[src/rtl/func_arbiter_pkg.sv]
// func_arbiter_pkg: shared return-path widths, FIFO word field split and mailbox FSM states.
package func_arbiter_pkg;
  localparam int RET_DW = 16;
  localparam int VAL_LSB = 0;
  localparam int CHILD_LSB = RET_DW;
  typedef enum logic [1:0] {IDLE, WAIT, ACK} mbox_state_e;
endpackage

[src/rtl/ret_mailbox.sv]
// ret_mailbox: per-parent mailbox parking child return values by child ID and serving blocking waits.
// Optional RET_MAILBOX_BYPASS_EN delivers a matching FIFO head straight to the waiter.
module ret_mailbox
  import func_arbiter_pkg::*;
#(
  parameter int CHILD = 4,
  parameter int LOG_CHILD = (CHILD == 1) ? 1 : $clog2(CHILD),
  parameter int FULL_RET_DW = RET_DW + LOG_CHILD
) (
  input  logic                   clk,
  input  logic                   rstn,
  input  logic                   retFifo_empty_n_i,
  input  logic [FULL_RET_DW-1:0] retFifo_dout_i,
  output logic                   retFifo_pop_o,
  input  logic                   wait_req_i,
  input  logic [LOG_CHILD-1:0]   wait_child_i,
  output logic                   wait_ack_o,
  output logic [RET_DW-1:0]      wait_data_o,
  output logic [CHILD-1:0]       slot_vld_o,
  output logic [LOG_CHILD:0]     pend_cnt_o
);
  mbox_state_e state;
  logic [RET_DW-1:0] slot [CHILD];
  logic [CHILD-1:0] slot_vld;
  logic [LOG_CHILD:0] pend;
  logic [LOG_CHILD-1:0] head_child;
  logic [RET_DW-1:0] head_val;
  logic legal, active, hit, serve, bypass, take, write;
  logic [CHILD-1:0] set_mask, clr_mask;
  assign head_child = retFifo_dout_i[FULL_RET_DW-1:CHILD_LSB];
  assign head_val = retFifo_dout_i[CHILD_LSB-1:VAL_LSB];
  assign legal = 32'(head_child) < CHILD;
  assign active = (state == IDLE && wait_req_i) || state == WAIT;
  assign hit = slot_vld[wait_child_i];
  assign serve = active && hit;
`ifdef RET_MAILBOX_BYPASS_EN
  assign bypass = active && !hit && retFifo_empty_n_i && head_child == wait_child_i;
`else
  assign bypass = 1'b0;
`endif
  assign take = serve || bypass;
  // illegal child IDs are popped and dropped so the FIFO never wedges
  assign retFifo_pop_o = retFifo_empty_n_i && (!legal || !slot_vld[head_child]);
  assign write = retFifo_pop_o && legal && !bypass;
  assign set_mask = write ? CHILD'(1) << head_child : '0;
  assign clr_mask = serve ? CHILD'(1) << wait_child_i : '0;
  assign slot_vld_o = slot_vld;
  assign pend_cnt_o = pend;
  always_ff @(posedge clk or negedge rstn)
    if (!rstn) begin
      state <= IDLE;
      wait_ack_o <= 1'b0;
      wait_data_o <= '0;
    end else begin
      wait_ack_o <= take;
      if (take) wait_data_o <= serve ? slot[wait_child_i] : head_val;
      state <= state == ACK ? IDLE : take ? ACK : active ? WAIT : IDLE;
    end
  always_ff @(posedge clk or negedge rstn)
    if (!rstn) begin
      slot_vld <= '0;
      pend <= '0;
      for (int i = 0; i < CHILD; i++) slot[i] <= '0;
    end else begin
      if (write) slot[head_child] <= head_val;
      slot_vld <= (slot_vld | set_mask) & ~clr_mask;
      pend <= pend + (LOG_CHILD+1)'(write) - (LOG_CHILD+1)'(serve);
    end
  assert property (@(posedge clk) disable iff (!rstn) retFifo_empty_n_i |-> legal);
endmodule

[config.mk]
export PLATFORM = sky130hd
export DESIGN_NAME = ret_mailbox
export DESIGN_NICKNAME = d
export VERILOG_FILES = /design/src/rtl/func_arbiter_pkg.sv /design/src/rtl/ret_mailbox.sv
export SDC_FILE = /design/constraint.sdc
export NUM_CORES = 1
export LEC_CHECK = 0
export BUFFER_PORTS_ARGS = -buffer_cell sky130_fd_sc_hd__clkbuf_2
export CORE_UTILIZATION = 60
export DETAILED_ROUTE_END_ITERATION = 6
export PLACE_DENSITY = 0.9
export RECOVER_POWER = 100
export SLEW_MARGIN = 30
export SYNTH_ARGS = -nofsm -noshare
export SYNTH_HDL_FRONTEND = slang
export SYNTH_SLANG_ARGS = --single-unit
export TNS_END_PERCENT = 50
[constraint.sdc]
create_clock -name clk -period 4.9 [get_ports clk]
set_input_delay 0.49 -clock clk [delete_from_list [all_inputs] [get_ports clk]]
set_output_delay 0.49 -clock clk [all_outputs]
set_load 0.02 [all_outputs]
==> results.md <==
- EDFF count, synth: 0
- Post-route minimum period: 3.52 ns
- Horiz. Die Dim: about 83 um
- Internal power: around 1900 uW
- CTS tree: yes
- Bufs on Longest Clock Path: 2
- CP arrival: around 3.8 ns
- Layout cells sized above 1: between 40% and 50%
- CTS Sinks: 90
- Row count: 29
- Largest net degree at the start of global routing: ~90
- Hold Crit Class: in2async
- HPWL after DPL: 4220 um
- Rel. slew slack: -80.7%
- Clk Tree Root Cell: clkbuf_8
- Boundary pin count: ~50
- Post-CTS Hold Fix Bufs: 0
- GR Util All Layers: between 20% and 30%
- Crit. End Element: flip-flop
- Drt total wl: 6830 um
- Congestion Overflow GR: 0
- Crit-path max FO: 20
- Max Fclk: 284 MHz
- Clock power frac: roughly a fifth
- Final Non-Filler Cells: between 300 and 400
- Final Cycle Share: 71.9%
- Max-Cap Viols: 1
- Synth area leaders: dfrtp_1 (57%), mux2_2 (21%), mux4_2 (10%)
- Residual DRC: 0
- Routability Congestion: between 0.7 and 0.8
- Area growth syn-to-layout: 9.87%
- Avg Cell Area, Syn: around 17 um2
- Worst-path clk slew: approximately 0.090 ns
- Post-CTS Repair Setup Buffers: 0
- Power density over the cells: between 600 and 700 nW/um2
- Initial antenna violation count: 0
- Seq pwr share: between 40% and 50%
- Yosys warns: 0
- Switching part of the total: a little under a third
- Leakage: approximately 0.0019 uW
- VDD IR-drop max: 0.000386 V
- CP Launch Type: input port
- Unrepaired setup endpoints after global routing: false
- Slew @ Worst Pin: ~2.7 ns
- Logic gate share of total power: about a third
- First DRT Iteration DRCs: 123
- Vias in the first global route: 2279
- Clock latency on the worst-skew pair: approximately 0.35 ns
- Global-route wire length before repair: 11500 um
- Post-synthesis cell type count: 23
- Post-synthesis sequential area ratio: between 50% and 60%
- NumNets Final: slightly above 300
- Total vias in the final route: between 2000 and 2500
- Cell area after synthesis: a little under 4000 um2
- Number of gates resized after CTS: 0
- Placed Cells: roughly 340
- Max-slew violations: 18
- CTS buffer count: 9
- Drt pass-1 iters: 4
- Cell accounting for the most synthesized area: dfrtp_1
- Post-synth top area share: a little under three fifths
- Endpoints failing hold: 0
- TNS Setup: 0 ns
- Failing checks: max-capacitance violations, max-slew violations
- Vias per inst: roughly 6
- Post-synth top cells: dfrtp_1 (90), mux2_2 (72), mux4_2 (18)
- Async SR Flop Fraction: 100%
- Worst EP required: between 5 and 6 ns
- H-tree depth: 3
- Net Switching: 891 uW
- Core Box Area: between 6000 and 7000 um2
- Post-route ant nets: 0
- ANT cells: 0
- Final Setup Violations: 0
- Crit path kind: in2reg
- Syn Nets: ~260
- Seq cells post-synth: 90
- Synth Flop Type: dfrtp_1
- PortBufs: between 40 and 50
- Final setup skew: between 0.01 and 0.015 ns
- DIE AREA: between 6000 and 7000 um2
- Cell count after synthesis: around 230
- WL per Instance: approximately 19 um
- Most numerous cell in the Yosys netlist: dfrtp_1
- Status: finished with violations
- Die Span Y: 82.9 um
- Initial Util: 61.9%
## metal layers
metal	track usage, %	wire, um	part of all wire [%]
met5	0	0	0
met3	3.18	167	2.4
met2	37.2	3480	51
met1	28.7	3060	45
met4	8.15	124	1.8
## area by class of cell
| cell class | instances | area, um2 |
|---|---|---|
| multi-input cells | 120 | 1500 |
| inverters | 8 | 30.0 |
| fillers | 427 | 2030 |
| repair buffers | 49 | 219 |
| flip-flops and latches | 90 | 2250 |
| clock buffers | 9 | 124 |
| well taps | 77 | 96.3 |
| clock inverters | 7 | 98.8 |
## kinds of logic after synthesis
group	share of synthesized area [%]
buf+inv	3.31
xor+xnor	0.446
compound gates	0.955
fa+ha+maj	1.15
mux	34.0
simple gates	2.86
flops	57.3
## final timing paths
check | from | to | slack, ns | depth (start not counted)
worst max-delay path | wait_child_i[0] | pend_cnt_o[2]$_DFF_PN0_ | 1.38 | 11
worst min-delay path | rstn | slot[50]$_DFFE_PN0P_ | 0.19 | 1
worst max register to register | slot_vld_o[0]$_DFF_PN0_ | pend_cnt_o[2]$_DFF_PN0_ | 1.75 | 10
worst min register to register | pend_cnt_o[2]$_DFF_PN0_ | pend_cnt_o[2]$_DFF_PN0_ | 0.47 | 1
max in group asynchronous | rstn | slot[49]$_DFFE_PN0P_ | 4.18 | 1
min in group clk | retFifo_dout_i[10] | slot[26]$_DFFE_PN0P_ | 0.42 | 2
## flip-flops by register name, summed over array words and instances, names as in the netlist
signal	flops
pend_cnt_o	3
slot	64
slot_vld_o	4
state	2
wait_ack_o	1
wait_data_o	16
## cells in the final DEF, fill, tap and decap left out, types with 2 or more instances in the layout
cell type   n
clkbuf_2   22
mux4_2     18
inv_6       2
mux2_1     10
ha_1        2
dfrtp_1    90
xnor2_1     2
o31ai_1     4
mux2_2     70
inv_1       8
nand2_1     2
clkbuf_8    9
clkbuf_1   26
nand2b_1    4
bufinv_16   2
## worst max-delay path, stage by stage
cell      delay, ns
clkbuf_2       0.56
mux4_2         0.60
nand2b_1       0.69
inv_1          0.19
ha_1           0.32
inv_1          0.06
ha_1           0.14
inv_1          0.05
fa_1           0.37
xnor2_1        0.17
xnor2_1        0.13
## through the flow
stage / total power [uW] / utilization (%) / setup WS (ns) / hold slack, ns / instance area (um2)
6_report: 2810 / 68.0 / 1.38 / 0.195 / 4320
5_1_grt: 2970 / 68.0 / 1.06 / 0.262 / 4320
4_1_cts: 2920 / 69.4 / 1.64 / 0.228 / 4400
3_5_place_dp: 2350 / 65.9 / 1.29 / 0.468 / 4180
3_3_place_gp: 2290 / 65.8 / 1.37 / 0.462 / 4180
2_1_floorplan: 2090 / - / 2.28 / 0.194 / 3930
## power groups by stage
stage	registers [uW]	clock network, uW	logic, uW
floorplan	1410	0	685
global placement	1330	0	960
detailed placement	1350	0	1000
CTS	1340	562	1010
global route	1390	589	994
finish	1340	554	916
Power figures use the tool's default switching activity.
